## src/rtl/size_explore_mac.sv

```systemverilog
// Serial-load unsigned shift-add multiplier; SIZE_EXPLORE_ACCUM_EN turns the result register into an accumulator.
// Latency: WIDTH busy cycles after start, then a one-cycle done pulse (start may be re-asserted in that cycle).
// Backpressure: none; start is ignored while busy and operand shifting is frozen while busy or starting.
module size_explore_mac #(
    parameter int WIDTH = 8,
`ifdef SIZE_EXPLORE_ACCUM_EN
    localparam int RW = 2 * WIDTH + 8,
`else
    localparam int RW = 2 * WIDTH,
`endif
    localparam int SW = (RW / 8 > 1) ? $clog2(RW / 8) : 1
) (
    input  logic          clk,
    input  logic          rst_n,
    input  logic          shift_en,
    input  logic          sin_a,
    input  logic          sin_b,
    input  logic          start,
    input  logic          acc_clr,
    input  logic [SW-1:0] byte_sel,
    output logic          busy,
    output logic          done,
    output logic [7:0]    dout
);
    localparam int CW = $clog2(WIDTH);

    typedef enum logic {IDLE, RUN} state_t;

    state_t             state;
    state_t             state_nxt;
    logic [WIDTH-1:0]   opa;
    logic [WIDTH-1:0]   opb;
    logic [WIDTH-1:0]   mplier;
    logic [2*WIDTH-1:0] mcand;
    logic [2*WIDTH-1:0] pp;
    logic [2*WIDTH-1:0] pp_step;
    logic [CW-1:0]      cnt;
    logic [RW-1:0]      result;
    logic [RW-1:0]      result_cmp;
    logic               last_step;
    logic [31:0]        sel_idx;

    assign busy      = (state == RUN);
    assign last_step = (state == RUN) && (cnt == CW'(WIDTH - 1));
    // mcand is pre-shifted each cycle, so the step only needs the multiplier LSB
    assign pp_step   = pp + (mplier[0] ? mcand : '0);

`ifdef SIZE_EXPLORE_ACCUM_EN
    assign result_cmp = (acc_clr ? '0 : result) + RW'(pp_step);
`else
    logic unused_acc_clr;
    assign unused_acc_clr = acc_clr;
    assign result_cmp     = pp_step;
`endif

    always_comb begin
        state_nxt = state;
        case (state)
            IDLE:    if (start) state_nxt = RUN;
            RUN:     if (last_step) state_nxt = IDLE;
            default: state_nxt = IDLE;
        endcase
    end

    always_ff @(posedge clk or negedge rst_n) begin
        if (!rst_n) begin
            state <= IDLE;
        end else begin
            state <= state_nxt;
        end
    end

    always_ff @(posedge clk or negedge rst_n) begin
        if (!rst_n) begin
            opa    <= '0;
            opb    <= '0;
            mplier <= '0;
            mcand  <= '0;
            pp     <= '0;
            cnt    <= '0;
            result <= '0;
            done   <= 1'b0;
        end else begin
            if (shift_en && (state == IDLE) && !start) begin
                opa <= {opa[WIDTH-2:0], sin_a};
                opb <= {opb[WIDTH-2:0], sin_b};
            end
            if (state == IDLE) begin
                if (start) begin
                    mcand  <= {{WIDTH{1'b0}}, opa};
                    mplier <= opb;
                    pp     <= '0;
                    cnt    <= '0;
                end
            end else begin
                pp     <= pp_step;
                mcand  <= mcand << 1;
                mplier <= mplier >> 1;
                cnt    <= cnt + 1'b1;
            end
            done <= last_step;
            if (last_step) begin
                result <= result_cmp;
            end
`ifdef SIZE_EXPLORE_ACCUM_EN
            else if ((state == IDLE) && acc_clr) begin
                result <= '0;
            end
`endif
        end
    end

    assign sel_idx = 32'(byte_sel);

    always_comb begin
        dout = 8'h00;
        if (sel_idx < 32'(RW / 8)) begin
            dout = result[8*sel_idx +: 8];
        end
    end
endmodule

```

## config.mk

```make
export PLATFORM = sky130hd
export DESIGN_NAME = size_explore_mac
export DESIGN_NICKNAME = d
export VERILOG_FILES = /design/src/rtl/size_explore_mac.sv
export SDC_FILE = /design/constraint.sdc
export NUM_CORES = 1
export LEC_CHECK = 0
export ABC_AREA = 0
export CAP_MARGIN = 5
export CORE_UTILIZATION = 30
export CTS_BUF_LIST = sky130_fd_sc_hd__clkbuf_4 sky130_fd_sc_hd__clkbuf_8 sky130_fd_sc_hd__clkbuf_16
export CTS_CLUSTER_SIZE = 40
export DETAILED_ROUTE_END_ITERATION = 10
export GPL_TIMING_DRIVEN = 0
export PLACE_DENSITY = 0.56
export SYNTH_ARGS = -nofsm -noshare
export SYNTH_HDL_FRONTEND = slang
export SYNTH_SLANG_ARGS = --single-unit
```

## constraint.sdc

```tcl
create_clock -name clk -period 3.32 [get_ports clk]
set_input_delay 0.498 -clock clk [delete_from_list [all_inputs] [get_ports clk]]
set_output_delay 0.498 -clock clk [all_outputs]
set_load 0.02 [all_outputs]
```

==> results of run 1 <==
registers in the layout, summed over array words and instances (netlist names):
register  flops
mcand        16
mplier        8
done          1
result       16
opb           8
busy          1
cnt           3
pp           16
opa           8
worst min path at each step:
stage	from	endpoint	slack (ns)
after floorplan	rst_n	busy	0.20
after global placement	mplier[7]	mplier[6]	0.47
after detailed placement	result[8]	result[8]	0.47
after CTS	rst_n	opa[7]	0.10
after global routing	rst_n	mplier[5]	0.12
final	rst_n	opb[5]	0.1
logic make-up (layout without fill, tap and decap cells):
family,after synthesis,after routing
AND/OR/NAND/NOR,114,114
XOR/XNOR,9,9
buffers and inverters,24,55
adder cells (fa/ha/maj),18,18
AO/OA/AOI/OAI,84,84
multiplexers,52,52
flip-flops,77,77
synth_stat cells, types with 3 or more instances:
master / count / share of area, %
dfrtp_1: 77 / 48
nand2_1: 52 / 4.8
mux2_2: 33 / 9.2
o21ai_0: 30 / 3.7
and2_1: 19 / 3.0
mux2i_1: 18 / 4.5
ha_1: 17 / 5.3
a22o_1: 13 / 2.8
a21oi_1: 11 / 1.4
clkbuf_1: 11 / 1.0
nor2_1: 11 / 1.0
nand3_1: 8 / 0.99
a21o_1: 6 / 1.1
inv_1: 6 / 0.56
xnor2_1: 6 / 1.3
o31ai_1: 5 / 0.93
buf_1: 4 / 0.37
nor3b_1: 4 / 0.75
a2111oi_0: 3 / 0.65
and3_1: 3 / 0.47
buf_2: 3 / 0.37
nand2b_1: 3 / 0.47
nor2b_1: 3 / 0.47
nor3_1: 3 / 0.37
xor2_1: 3 / 0.65
stage by stage:
stage / total power (µW) / cell area [µm²] / setup slack, ns / util (%)
floorplan: 2180 / 4030 / 0.730 / -
global placement: 2550 / 4380 / -1.05 / 34.0
detailed placement: 2600 / 4410 / 0.234 / 34.2
CTS: 3650 / 4720 / 0.212 / 36.7
global route: 3840 / 4720 / 0.0155 / 36.7
finish: 3610 / 4720 / 0.270 / 36.7
cell type report:
cell class / count / area [µm²]
plain buffers: 18 / 71.3
clock buffers: 9 / 225
clock inverters: 7 / 87.6
fillers: 1277 / 8160
inverters: 6 / 22.5
multi-input cells: 277 / 2010
flip-flops and latches: 77 / 1930
well taps: 172 / 215
repair buffers: 15 / 165
metal layers:
metal / vias to the layer above / track usage (%)
met5: - / 0
met4: 0 / 5.61
met3: 10 / 3.63
met2: 44 / 21.2
met1: 1426 / 18.3
li1: 1422 / -
power by group through the flow:
stage,clock (µW),combinational [µW],sequential (µW)
final,1030,1120,1460
after global routing,1090,1240,1500
after CTS,1060,1130,1460
after detailed placement,0,1130,1470
after global placement,0,1090,1460
after floorplan,0,781,1400
worst max-delay path, delay by kind of cell (launching register included):
family | cells | cell delay, ns
compound gates | 4 | 1.43
flops | 1 | 0.50
buf+inv | 1 | 0.28
fa+ha+maj | 1 | 0.27
mux | 1 | 0.24
simple gates | 1 | 0.18
==> run summary, run 1 <==
total negative setup slack = 0 ns
Clock power frac = 28.7%
commonest non-fill, non-tap cell in the layout = dfrtp_1
Ports = 18
share of layout cells above drive strength 1 = 14.2%
cell chain of the critical path = clkbuf_1, and2_1, ha_1, a21oi_1, o21ai_0, a211oi_1, mux2i_1, o311ai_0
CTS Sinks = 77
Syn Nets = 404
# rows = 41
Worst setup endpoint = result[14]
switching power = 1280 µW
Initial Util = 31.3%
CTS buffer count = 9
die area = 0.0139 mm²
remaining global-route overflow = 0
antenna diode count = 0
Post-Synth Simple-Gate Area = 13.8%
skew final = 0.00480 ns
mux contribution to synthesized area = 14.1%
CTS max path bufs = 2
path type of the worst setup path = reg2reg
status = complete, no violations
largest family of logic cells by synthesized area = compound AO/OA/AOI/OAI gates
post-synthesis cell area = 0.00403 mm²
chip width = 118 µm
initial antenna violation count = 0
clk_lat worst skew = 0.34 ns
DR WL/cell = 15.5 µm
setup violators final = 0
Seq pwr share = 40.4%
sequential fraction of the synthesis area = 47.8%
final non-filler cell total = 581
RSZ-0062 raised after global routing = no
largest net degree at the start of global routing = 47
CP startpoint = mplier[0]
Synth Area in Adders = 5.78%
number of global-route vias before repair = 2891
Comb power frac = 30.9%
worst path required time = 3.52 ns
Avg Cell Area, Syn = 10.7 µm²
Int Pwr = 2320 µW
cts-stage hold buffer count = 0
CTS tree = yes
FF+latch count, synth = 77
first-pass GRT wire length = 14900 µm
Peak VDD IR = 0.285 mV
Lkg Pwr = 0.00225 µW
fin crit share = 91.9%
f_max = 328 MHz
clock-pin transition on the worst setup and hold timing paths = 0.07 ns
Cells after DPL = 565
post-CTS setup buffers = 0
Root Driver = clkbuf_16
post-cts resize count = 0
global router's overall resource usage = 13.8%
Worst setup EP type = register
antenna viol nets, final = 0
Final min period = 3.05 ns
worst r2r dst = result[14]
DRC errors left = 0
FFs w/ async S/R, synth = 100%
Post-Route WL = 8990 µm
Die Ht = 118 µm
critical path fanouts, max = 10
Syn. warnings = 0
Final Hold Fails = 0
MaxCap Viol Count = 0
dpl hpwl = 6530 µm
Crit-path slowest cell = a211oi_1
critical path arrival = 3.25 ns
Core Box Area = 0.0129 mm²
Starting DRT DRC Count = 145
PortBufs = 14
nets = 430
pwr dens = 764 mW/mm²
Synth Area in Compound Gates = 14.2%
top_reg_cell synth = dfrtp_1
switching share of power = 35.6%
RR Startpoint = mplier[0]
Max Used Layer = met4
routed wl met2 = 4060 µm
most frequent cells in the layout = dfrtp_1, nand2_1, mux2_2
Max Transition Viols Final = 0
First-pass DRT Iterations = 4
Post-synth EDFFs = 0
CP max stage delay = 0.57 ns
H-Tree Level Count = 3
Worst Max-Slew Pin Slew = 0.913 ns
Via-to-Cell Ratio = 4.99
R2R setup slack = 0.27 ns
worst min-delay path category = in2async
Slew HR = 38.9%
via count = 2902
Syn Inst Count = 378
RePlAce Congestion = 0.822
metal3 WL = 329 µm
Hold Slack = 0.0963 ns
Area Overhead vs Synth = 17.2%
met1 WL = 4450 µm
worst-case reg-to-reg path depth = 8
Synth cell types = 46
Synth Area in XOR/XNOR = 1.96%
startpoint types = register
No activity file was read; power rests on OpenSTA's default activity.
==> inputs of run 2 (changes only) <==
--- a/config.mk
+++ b/config.mk
@@ -7,12 +7,13 @@
 export LEC_CHECK = 0
 export ABC_AREA = 0
 export CAP_MARGIN = 5
-export CORE_UTILIZATION = 30
+export CORE_UTILIZATION = 55
 export CTS_BUF_LIST = sky130_fd_sc_hd__clkbuf_4 sky130_fd_sc_hd__clkbuf_8 sky130_fd_sc_hd__clkbuf_16
 export CTS_CLUSTER_SIZE = 40
 export DETAILED_ROUTE_END_ITERATION = 10
+export GPL_ROUTABILITY_DRIVEN = 0
 export GPL_TIMING_DRIVEN = 0
-export PLACE_DENSITY = 0.56
+export PLACE_DENSITY = 0.85
 export SYNTH_ARGS = -nofsm -noshare
 export SYNTH_HDL_FRONTEND = slang
 export SYNTH_SLANG_ARGS = --single-unit
==> run summary, run 2 (synthesis gave the netlist of run 1 again) <==
Final Hold Fails = 0 (unchanged)
setup ws final = 0.309 ns (was 0.270 ns)
Worst setup EP type = register (unchanged)
# rows = 30 (was 41)
antenna diode count = 0 (unchanged)
Core Box Area = 0.00694 mm² (was 0.0129 mm²)
worst path required time = 3.54 ns (was 3.52 ns)
Setup WS pre-CTS = 0.362 ns (was 0.234 ns)
global router's overall resource usage = 24.6% (was 13.8%)
setup violators final = 0 (unchanged)
Area Overhead vs Synth = 11.3% (was 17.2%)
Hold Slack = 0.0423 ns (was 0.0963 ns)
dpl hpwl = 6230 µm (was 6530 µm)
most frequent cells in the layout = dfrtp_1, nand2_1, mux2_2 (unchanged)
global routing usage on met3 = 5.84% (was 3.63%)
status = complete, no violations (unchanged)
Peak VDD IR = 0.490 mV (was 0.285 mV)
CTS max path bufs = 2 (unchanged)
clk_lat worst skew = 0.36 ns (was 0.34 ns)
post-CTS setup buffers = 0 (unchanged)
GRT Max-Usage Layer = met2 (unchanged)
total negative setup slack = 0 ns (unchanged)
fin util = 64.5% (was 36.7%)
Lkg Pwr = 0.00218 µW (was 0.00225 µW)
via count = 2981 (was 2902)
Worst setup endpoint = result[14] (unchanged)
DRC errors left = 0 (unchanged)
MaxCap Viol Count = 0 (unchanged)
R2R setup slack = 0.31 ns (was 0.27 ns)
critical path arrival = 3.23 ns (was 3.25 ns)
CTS buffer count = 9 (unchanged)
first-pass GRT wire length = 14400 µm (was 14900 µm)
Via-to-Cell Ratio = 5.91 (was 4.99)
GR Util met2 = 43.0% (was 21.2%)
post-cts resize count = 0 (unchanged)
RR Startpoint = mplier[0] (unchanged)
pwr dens = 715 mW/mm² (was 764 mW/mm²)
Post-Route WL = 8410 µm (was 8990 µm)
antenna viol nets, final = 0 (unchanged)
total power = 3200 µW (was 3610 µW)
chip width = 87.6 µm (was 118 µm)
largest net degree at the start of global routing = 54 (was 47)
CP startpoint = mplier[0] (unchanged)
number of global-route vias before repair = 3060 (was 2891)
skew final = 0.00677 ns (was 0.00480 ns)
startpoint types = register (unchanged)
Final min period = 3.01 ns (was 3.05 ns)
share of layout cells above drive strength 1 = 14.0% (was 14.2%)
Max Transition Viols Final = 0 (unchanged)
worst r2r dst = result[14] (unchanged)
DR WL/cell = 16.7 µm (was 15.5 µm)
Die Ht = 87.6 µm (was 118 µm)
path type of the worst setup path = reg2reg (unchanged)
worst min-delay path category = in2async (unchanged)
CTS Sinks = 77 (unchanged)
PortBufs = 14 (unchanged)
worst-case reg-to-reg path depth = 8 (unchanged)
First-pass DRT Iterations = 4 (unchanged)
clock-pin transition on the worst setup and hold timing paths = 0.08 ns (was 0.07 ns)
remaining global-route overflow = 0 (unchanged)
critical path fanouts, max = 10 (unchanged)
Root Driver = clkbuf_8 (was clkbuf_16)
RSZ-0062 raised after global routing = no (unchanged)
biggest regs = mcand (16), pp (16), result (16) (unchanged)
fin crit share = 90.7% (was 91.9%)
f_max = 332 MHz (was 328 MHz)
commonest non-fill, non-tap cell in the layout = dfrtp_1 (unchanged)
die area = 0.00767 mm² (was 0.0139 mm²)
CTS tree = yes (unchanged)
nets = 430 (unchanged)
Starting DRT DRC Count = 173 (was 145)
H-Tree Level Count = 3 (unchanged)
Worst Max-Slew Pin Slew = 0.889 ns (was 0.913 ns)
Ports = 18 (unchanged)
GR Layer Usage met1 = 30.0% (was 18.3%)
cts-stage hold buffer count = 0 (unchanged)
Slew HR = 40.5% (was 38.9%)
Initial Util = 58.0% (was 31.3%)
initial antenna violation count = 0 (unchanged)
## run 2: changes by cell type in the layout (fill, tap and decap cells not counted)
cell,before,now
clkbuf_16,9,0
clkbuf_8,0,9
clkinvlp_4,0,2
inv_6,3,1
inv_8,2,0
bufinv_16,1,0
clkbuf_4,0,1
clkinv_2,0,1
## run 2: area by class of cell
cell class / instances / area (µm²)
Clock buffer: 10 / 131
Buffer: 18 / 71.3
Fill cell: 548 / 2460
Tap cell: 96 / 120
Timing Repair Buffer: 15 / 165
Sequential cell: 77 / 1930
Clock inverter: 5 / 37.5
Inverter: 6 / 22.5
Multi-Input combinational cell: 277 / 2010
## run 2: report_power, final
part / leakage, µW / internal [µW] / switching, µW
logic: 0.00106 / 486 / 629
registers: 0.00104 / 1230 / 225
clock network: 0.0000822 / 278 / 353
total: 0.00218 / 2000 / 1210
## run 2: layer usage
metal  up-vias  wire, µm
li1       1413         -
met1      1492      3790
met2        65      4190
met3        11       327
met4         0       104
met5         -         0
## run 2: worst min-delay path by stage
stage	end	slack [ns]	cells after the start
global placement	result[8]	0.46	2
floorplan	busy	0.20	0
CTS	result[4]	0.05	1
finish	result[2]	0.04	1
detailed placement	result[4]	0.43	1
global route	done	0.06	1
## run 2: critical path, stage by stage, from the launching register on
cell,delay [ns]
dfrtp_1,0.50
clkbuf_1,0.28
and2_1,0.17
ha_1,0.27
a21oi_1,0.48
o21ai_0,0.23
a211oi_1,0.57
mux2i_1,0.23
o311ai_0,0.13
## run 2: through the flow
step	std cells	area, µm²
floorplan	378	4030
global placement	488	4290
detailed placement	489	4310
CTS	504	4480
global route	504	4480
finish	504	4480
==> inputs of run 3 (changes only) <==
--- a/config.mk
+++ b/config.mk
@@ -14,6 +14,7 @@
 export GPL_ROUTABILITY_DRIVEN = 0
 export GPL_TIMING_DRIVEN = 0
 export PLACE_DENSITY = 0.85
+export SKIP_CTS_REPAIR_TIMING = 1
 export SYNTH_ARGS = -nofsm -noshare
 export SYNTH_HDL_FRONTEND = slang
 export SYNTH_SLANG_ARGS = --single-unit
==> results of run 3 <==
Final layout, timing and power as in run 2 (identical DEF).
